[src/rtl/fetch_pkg.sv]
`default_nettype none
// ============================================================================
// fetch_pkg : shared widths, default reset PC and queue entry type
// Rev 1.0
// ============================================================================
package fetch_pkg;

  localparam int ADDR_W      = 32;
  localparam int INSTR_W     = 32;
  localparam int INSTR_BYTES = 4;

  localparam logic [ADDR_W-1:0] RESET_PC_DEFAULT = 32'h0000_0000;

  typedef struct packed {
    logic [INSTR_W-1:0] instr;
    logic [ADDR_W-1:0]  pc;
  } fetch_entry_t;

endpackage
`default_nettype wire

[src/rtl/fetch_fifo.sv]
`default_nettype none
// ============================================================================
// fetch_fifo : synchronous FIFO of fetch entries with flush and occupancy
// Rev 1.0
// ============================================================================
module fetch_fifo
  import fetch_pkg::*;
#(
  parameter int DEPTH = 4
) (
  input  logic                       clk,
  input  logic                       rst,
  input  logic                       flush,
  input  logic                       push,
  input  fetch_entry_t               push_data,
  input  logic                       pop,
  output fetch_entry_t               head,
  output logic [$clog2(DEPTH+1)-1:0] count
);

  localparam int PTR_W = $clog2(DEPTH);
  localparam int CNT_W = $clog2(DEPTH+1);

  fetch_entry_t     r_mem [DEPTH];
  logic [PTR_W-1:0] r_rd_ptr;
  logic [PTR_W-1:0] r_wr_ptr;
  logic [CNT_W-1:0] r_count;

  // Pointers wrap naturally because DEPTH is a power of two.
  always_ff @(posedge clk) begin
    if (rst || flush) begin
      r_rd_ptr <= '0;
      r_wr_ptr <= '0;
      r_count  <= '0;
    end else begin
      if (push) r_wr_ptr <= r_wr_ptr + PTR_W'(1);
      if (pop)  r_rd_ptr <= r_rd_ptr + PTR_W'(1);
      case ({push, pop})
        2'b10:   r_count <= r_count + CNT_W'(1);
        2'b01:   r_count <= r_count - CNT_W'(1);
        default: r_count <= r_count;
      endcase
    end
  end

  always_ff @(posedge clk) begin
    if (push && !rst && !flush) r_mem[r_wr_ptr] <= push_data;
  end

  always_ff @(posedge clk) begin
    if (!rst) assert (r_count <= CNT_W'(DEPTH));
  end

  assign head  = r_mem[r_rd_ptr];
  assign count = r_count;

endmodule
`default_nettype wire

[src/rtl/instr_fetch_queue.sv]
`default_nettype none
// ============================================================================
// instr_fetch_queue : sequential fetch, credit-limited issue, redirect flush
// Rev 1.0
// ============================================================================
module instr_fetch_queue
  import fetch_pkg::*;
#(
  parameter int                DEPTH    = 4,
  parameter logic [ADDR_W-1:0] RESET_PC = RESET_PC_DEFAULT
) (
  input  logic                       CLK,
  input  logic                       Reset,
  input  logic                       PCWre,
  input  logic                       redirect,
  input  logic [ADDR_W-1:0]          redirect_pc,
  output logic                       imem_req,
  output logic [ADDR_W-1:0]          imem_addr,
  input  logic [INSTR_W-1:0]         imem_instr,
  output logic [INSTR_W-1:0]         instr,
  output logic [ADDR_W-1:0]          instr_pc,
  output logic                       instr_valid,
  input  logic                       instr_ready,
  output logic [$clog2(DEPTH+1)-1:0] count
);

  localparam int CNT_W = $clog2(DEPTH+1);

  logic [ADDR_W-1:0] r_pc;
  logic              r_inflight;
  logic [ADDR_W-1:0] r_inflight_pc;
  logic              r_kill;

  logic [CNT_W:0]    w_used;
  logic              w_push;
  logic              w_pop;
  logic [ADDR_W-1:0] w_redirect_pc;
  fetch_entry_t      w_push_data;
  fetch_entry_t      w_head;

  // The in-flight fetch holds a credit so a return can never overflow the queue.
  assign w_used        = {1'b0, count} + (CNT_W+1)'(r_inflight);
  assign imem_req      = !Reset && PCWre && !redirect && (w_used < (CNT_W+1)'(DEPTH));
  assign imem_addr     = r_pc;
  assign w_redirect_pc = redirect_pc & ~32'h0000_0003;

  always_ff @(posedge CLK) begin
    if (Reset) begin
      r_pc          <= RESET_PC;
      r_inflight    <= 1'b0;
      r_inflight_pc <= '0;
      r_kill        <= 1'b0;
    end else if (redirect) begin
      r_pc       <= w_redirect_pc;
      r_inflight <= 1'b0;
      r_kill     <= r_inflight;
    end else begin
      r_inflight <= imem_req;
      r_kill     <= 1'b0;
      if (imem_req) begin
        r_pc          <= r_pc + ADDR_W'(INSTR_BYTES);
        r_inflight_pc <= r_pc;
      end
    end
  end

  assign w_push            = r_inflight && !r_kill;
  assign w_pop             = instr_valid && instr_ready;
  assign w_push_data.instr = imem_instr;
  assign w_push_data.pc    = r_inflight_pc;

  fetch_fifo #(
    .DEPTH (DEPTH)
  ) u_fifo (
    .clk       (CLK),
    .rst       (Reset),
    .flush     (redirect),
    .push      (w_push),
    .push_data (w_push_data),
    .pop       (w_pop),
    .head      (w_head),
    .count     (count)
  );

  assign instr       = w_head.instr;
  assign instr_pc    = w_head.pc;
  assign instr_valid = (count != '0);

endmodule
`default_nettype wire

[config.mk]
export PLATFORM = sky130hd
export DESIGN_NAME = instr_fetch_queue
export DESIGN_NICKNAME = d
export VERILOG_FILES = /design/src/rtl/fetch_pkg.sv /design/src/rtl/fetch_fifo.sv /design/src/rtl/instr_fetch_queue.sv
export SDC_FILE = /design/constraint.sdc
export NUM_CORES = 1
export LEC_CHECK = 0
export CAP_MARGIN = 20
export CORE_MARGIN = 2
export CORE_UTILIZATION = 49
export CTS_CLUSTER_DIAMETER = 100
export DETAILED_ROUTE_END_ITERATION = 16
export PLACE_DENSITY = 0.76
export SYNTH_ARGS = -nofsm -noshare
export SYNTH_HDL_FRONTEND = slang
export SYNTH_SLANG_ARGS = --single-unit
[constraint.sdc]
create_clock -name CLK -period 2.7 [get_ports CLK]
set_clock_uncertainty 0.15 [all_clocks]
set_input_delay 0.405 -clock CLK [delete_from_list [all_inputs] [get_ports CLK]]
set_output_delay 0.405 -clock CLK [all_outputs]
set_load 0.01 [all_outputs]
* After elaboration in Yosys (flattened, before gate mapping) *
Memories as Yosys holds them, arrays and structs flattened. A register that Yosys moved wholly into a read port is not among the register bits.
Index checks and enable logic that the tools add are counted.

storage, ports and cells
  bits in writable memories = 256
  memories = 1
  logic and storage cells = 43
  bits in registers = 73
  input port bits = 69

operators by class
  reductions and logical operators = 17
  mux-type cells = 7
  equality and inequality tests = 2
  bitwise operators = 1
  add/sub/neg operators = 6
  magnitude comparators = 1

memories
  name          depth  width  read ports  clocked after Yosys merged registers in  wr ports  line              source
  u_fifo.r_mem  4      64     1           1                                        1         fetch_fifo.sv:24  fetch_entry_t r_mem [DEPTH];

operators with widths
  operator                                            count
  2-to-1 mux 32 bit                                   2
  adder 32 x 3 -> 32 bit, second input constant       1
  logical AND 1 bit                                   7
  case mux 3 bit (2 select lines)                     1
  adder 2 x 1 -> 2 bit, second input constant         2
  adder 3 x 1 -> 4 bit                                1
  < comparator 4 x 3 -> 1 bit, second input constant  1
  2-to-1 mux 2 bit                                    2
  nonzero test 2 bit                                  2
  OR reduction 2 bit                                  2
  adder 3 x 1 -> 3 bit, second input constant         1
  zero test 1 bit                                     3
  nonzero test 3 bit                                  1
  subtractor 3 x 1 -> 3 bit, second input constant    1
  == test 2 x 1 -> 1 bit, second input constant       1
  == test 2 bit, second input constant                1
  2-to-1 mux 1 bit                                    2
  AND reduction 2 bit                                 1
  logical OR 1 bit                                    1
  inverter 1 bit                                      1

* Depth between registers and ports, before layout *
  depth in word-level cells = 6
  gate-level depth with buffers = 9

* Cells and area by module *
A second synthesis with hierarchy kept.

unflattened totals
  cell total of the unflattened synthesis = 764
  area total of the unflattened synthesis = 12,648.4 µm²

modules (own cells, without submodules)
  module             cells an instance  area an instance (µm²)  instances
  fetch_fifo         381                9,743.1                 1
  instr_fetch_queue  383                2,905.3                 1

* Worst setup path after synthesis *
Ideal clock, no wire load.

  path kind = reg-to-reg
  start = reg r_inflight
  end = mem u_fifo.r_mem[0][10] (netlist name) (enable)
  setup slack = -0.091 ns
  cell stages (with the launch flop) = 4
  path buffers = 1
  data required time = 2.123 ns
  period minus slack after synthesis = 2.791 ns
  arrival time = 2.214 ns
  cell sequence = dfxtp_1 -> nor2b_1 -> clkbuf_1 -> and3_1

between the ends
  longest elaborated chain between the ends = 5

RTL lines
  what                                    line                     source
  from (decl)                             instr_fetch_queue.sv:30  logic r_inflight;
  from (signal assigned)                  instr_fetch_queue.sv:58  r_inflight <= imem_req;
  logical AND 1 bit                       instr_fetch_queue.sv:67  assign w_push = r_inflight && !r_kill;
  logical AND 1 bit (2 in a row)          fetch_fifo.sv:47         if (push && !rst && !flush) r_mem[r_wr_ptr] <= push_data;
  2-to-1 mux 1 bit                        fetch_fifo.sv:47
  2-to-1 mux 1 bit (not written as such)  fetch_fifo.sv:47
  to (decl)                               fetch_fifo.sv:24

Every way passes these cells.

==> out/metrics.cfg <==
[sta]
fin_ws_ns = 0.0665
report.final.hold_viol_count = 0
fin_crit_ns = 2.63
finalCritPeriodShare_pct = 97.5
slew_headroom_pct = 54.1
setup-violations-final = 0
hold_ws_ns = 0.309
fmax_ghz = 0.380
worst_pin_slew_ns = 0.688
rsz0062_at_grt = false
drv_slew = 0
setup-tns-final_ns = 0

[drt]
drtIter0Drc = 505
drc = 0
vias_per_cell = 5.62
post_drt_wl_per_cell_um = 20.1
first_pass_iters = 5
ant_nets = 0
routed_wirelength_um = 26000
vias = 7294

[status]
status = finished clean

[synthesis]
ys_seq_elements = 319
syn_area_mm2 = 0.0122
ys_warn_count = 0
yosysMostFrequentCell = edfxtp_1
async_flop_share_pct = 0
ys_top_cells_by_area = edfxtp_1, dfxtp_1, mux4_2, nand2_1, a21oi_1
avgSynthCellArea_um2 = 16.5
syn_inst = 741
synthTopCellsByCount = edfxtp_1, nand2_1, dfxtp_1
yosys.area.top_type = edfxtp_1
synth-edff-count = 248
ys_types = 45
yosysSeqAreaShare_pct = 72.6
synth_top_area_share_pct = 60.9
synthFlopType = edfxtp_1

[cells_and_area]
ff_latch_area_mm2 = 0.00888
antennaDiodeCount = 0
nNetsFinal = 1027
drive_gt1_share_pct = 18.2
multi_input_area_mm2 = 0.00312
fillers = 1793
area_growth_pct = 27.8
final_cells = 1297

[global_routing]
grtUsageTotal_pct = 20.0
overflow = 0
grt_pass1_vias = 7320
grt_max_degree = 63
grt_pass1_wl_um = 40500
antenna_found_initial = 0

[clock_network]
clk_latency_ns = 0.50
cts_buffers = 34
clock_path_buffers = 3
root_buffer = clkbuf_16
cts.clk_slew.worst_paths_ns = 0.06
tritoncts = built
h-tree-depth = 2
clock-sinks = 319

[die]
fp-row-count = 57
dieHeight_um = 162
io_pins = 170
initial_utilization_pct = 50.1
die-area_mm2 = 0.0262
dieWidth_um = 162
core_area_mm2 = 0.0244

[run]
cap_viol_max_count = 0

[setup_path]
slowest_delay_ns = 0.50
cpMaxStageDelayCell = mux4_2
path_max_fanout = 6
path_buf_inv = 2
r2r_start = imem_addr[10]
cp_top_family = buffers and inverters
required_ns = 2.14
cp-end-kind = primary output
path_class = flop to primary output
path_cells = buf_8 -> mux4_2 -> clkdlybuf4s50_1
ff2ff_setup_slack_ns = 0.30
r2r_cells = 5
startpoint_type = flop
reg2reg_to = imem_addr[29]
critPathArrivalTime_ns = 2.08

[pwr]
p_per_area_mw_per_mm2 = 640
p_leak_nw = 4.89
design_power_total_w = 0.00999
worst_ir_drop_vdd_uv = 447

[placed_design]
place_congestion = 0.805
dp_hpwl_um = 16600
io_buffers = 163
dp_cells = 1223
dp_slack_ns = -0.146

[hold_path]
hold_class = flop to flop
hp-start = r_inflight
hold-path-cell-count = 2
hold-path-endpoint = r_kill

[through the flow]
stage	cell area, um^2	utilization [%]
finish	15600	64.0
CTS	15600	63.9
floorplan	12200	-
global route	15600	64.0
detailed placement	14500	59.6
global placement	14500	59.6
[layout make-up]
cell class                      instances  share of cell area, %
Clock buffer                           51                   6.18
Clock inverter                          7                  0.224
Inverter                               12                  0.288
Multi-Input combinational cell        366                   20.0
Sequential cell                       319                   56.8
Tap cell                              324                   2.60
Timing Repair Buffer                  218                   13.9
[timing repair]
item	in CTS	in global routing
hold buffers	0	0
buffers inserted	13	2
endpoints found under the hold margin	0	0
resized for setup	61	4
endpoints found under the setup margin	59	13
[cell families after synthesis]
group / after synthesis / share of synthesized area [%]
flops: 319 / 72.6
simple gates: 173 / 7.16
compound gates: 112 / 5.31
fa+ha+maj: 7 / 0.778
other cells: 1 / 0.0307
buf+inv: 59 / 2.11
mux: 64 / 11.6
xor+xnor: 6 / 0.430
[how the worst max path moves through the flow]
stage | start | end | slack, ns | depth (start not counted)
floorplan | u_fifo.count[0] | u_fifo.count[2] | 0.52 | 8
global placement | redirect | imem_addr[21] | -0.04 | 7
detailed placement | redirect | imem_addr[30] | -0.15 | 7
CTS | flop | instr_pc[3] | -0.05 | 3
global route | flop | instr[15] | 0.004 | 4
finish | flop | instr_pc[7] | 0.07 | 3
[power by group]
group / switching, W / internal, W / leakage (nW)
clock: 0.00174 / 0.00246 / 0.489
sequential: 0.0000547 / 0.00531 / 2.62
combinational: 0.000205 / 0.000227 / 1.78
total: 0.00200 / 0.00800 / 4.89
[registers in the layout (all words and copies together), names as in the netlist, named ones only]
signal	cells
imem_addr	30
r_inflight	1
r_inflight_pc	30
r_kill	1
u_fifo.count	3
u_fifo.r_mem	248
u_fifo.r_rd_ptr	2
u_fifo.r_wr_ptr	2
[worst min-delay path, stage by stage, from the launching register on]
cell     delay [ns]
dfxtp_1        0.33
nand2_1        0.06
nor2_1         0.03
[layout by cell type (no fill, tap or decap), types with 12 or more instances in the layout]
master and count:
clkdlybuf4s50_1 102, clkbuf_16 35, buf_12 14, inv_1 12
dfxtp_1 69, nand2_1 85, nor2_1 21, a31oi_1 17
mux4_2 62, or3_1 13, buf_4 39, edfxtp_1 248
clkbuf_1 13, o21ai_0 18, a21oi_1 57, nand3_1 12
dlygate4sd2_1 56
[metal layers]
| metal | share of wire (%) | routed length, um | global-route usage (%) | up-vias |
|---|---|---|---|---|
| met3 | 6.6 | 1720 | 4.19 | 48 |
| met4 | 2.5 | 663 | 5.59 | 0 |
| met1 | 43 | 11200 | 27.5 | 3617 |
| met5 | 0 | 0 | 0 | - |
| met2 | 48 | 12500 | 32.6 | 314 |
| li1 | - | - | - | 3315 |
Power figures use the tool's default switching activity.
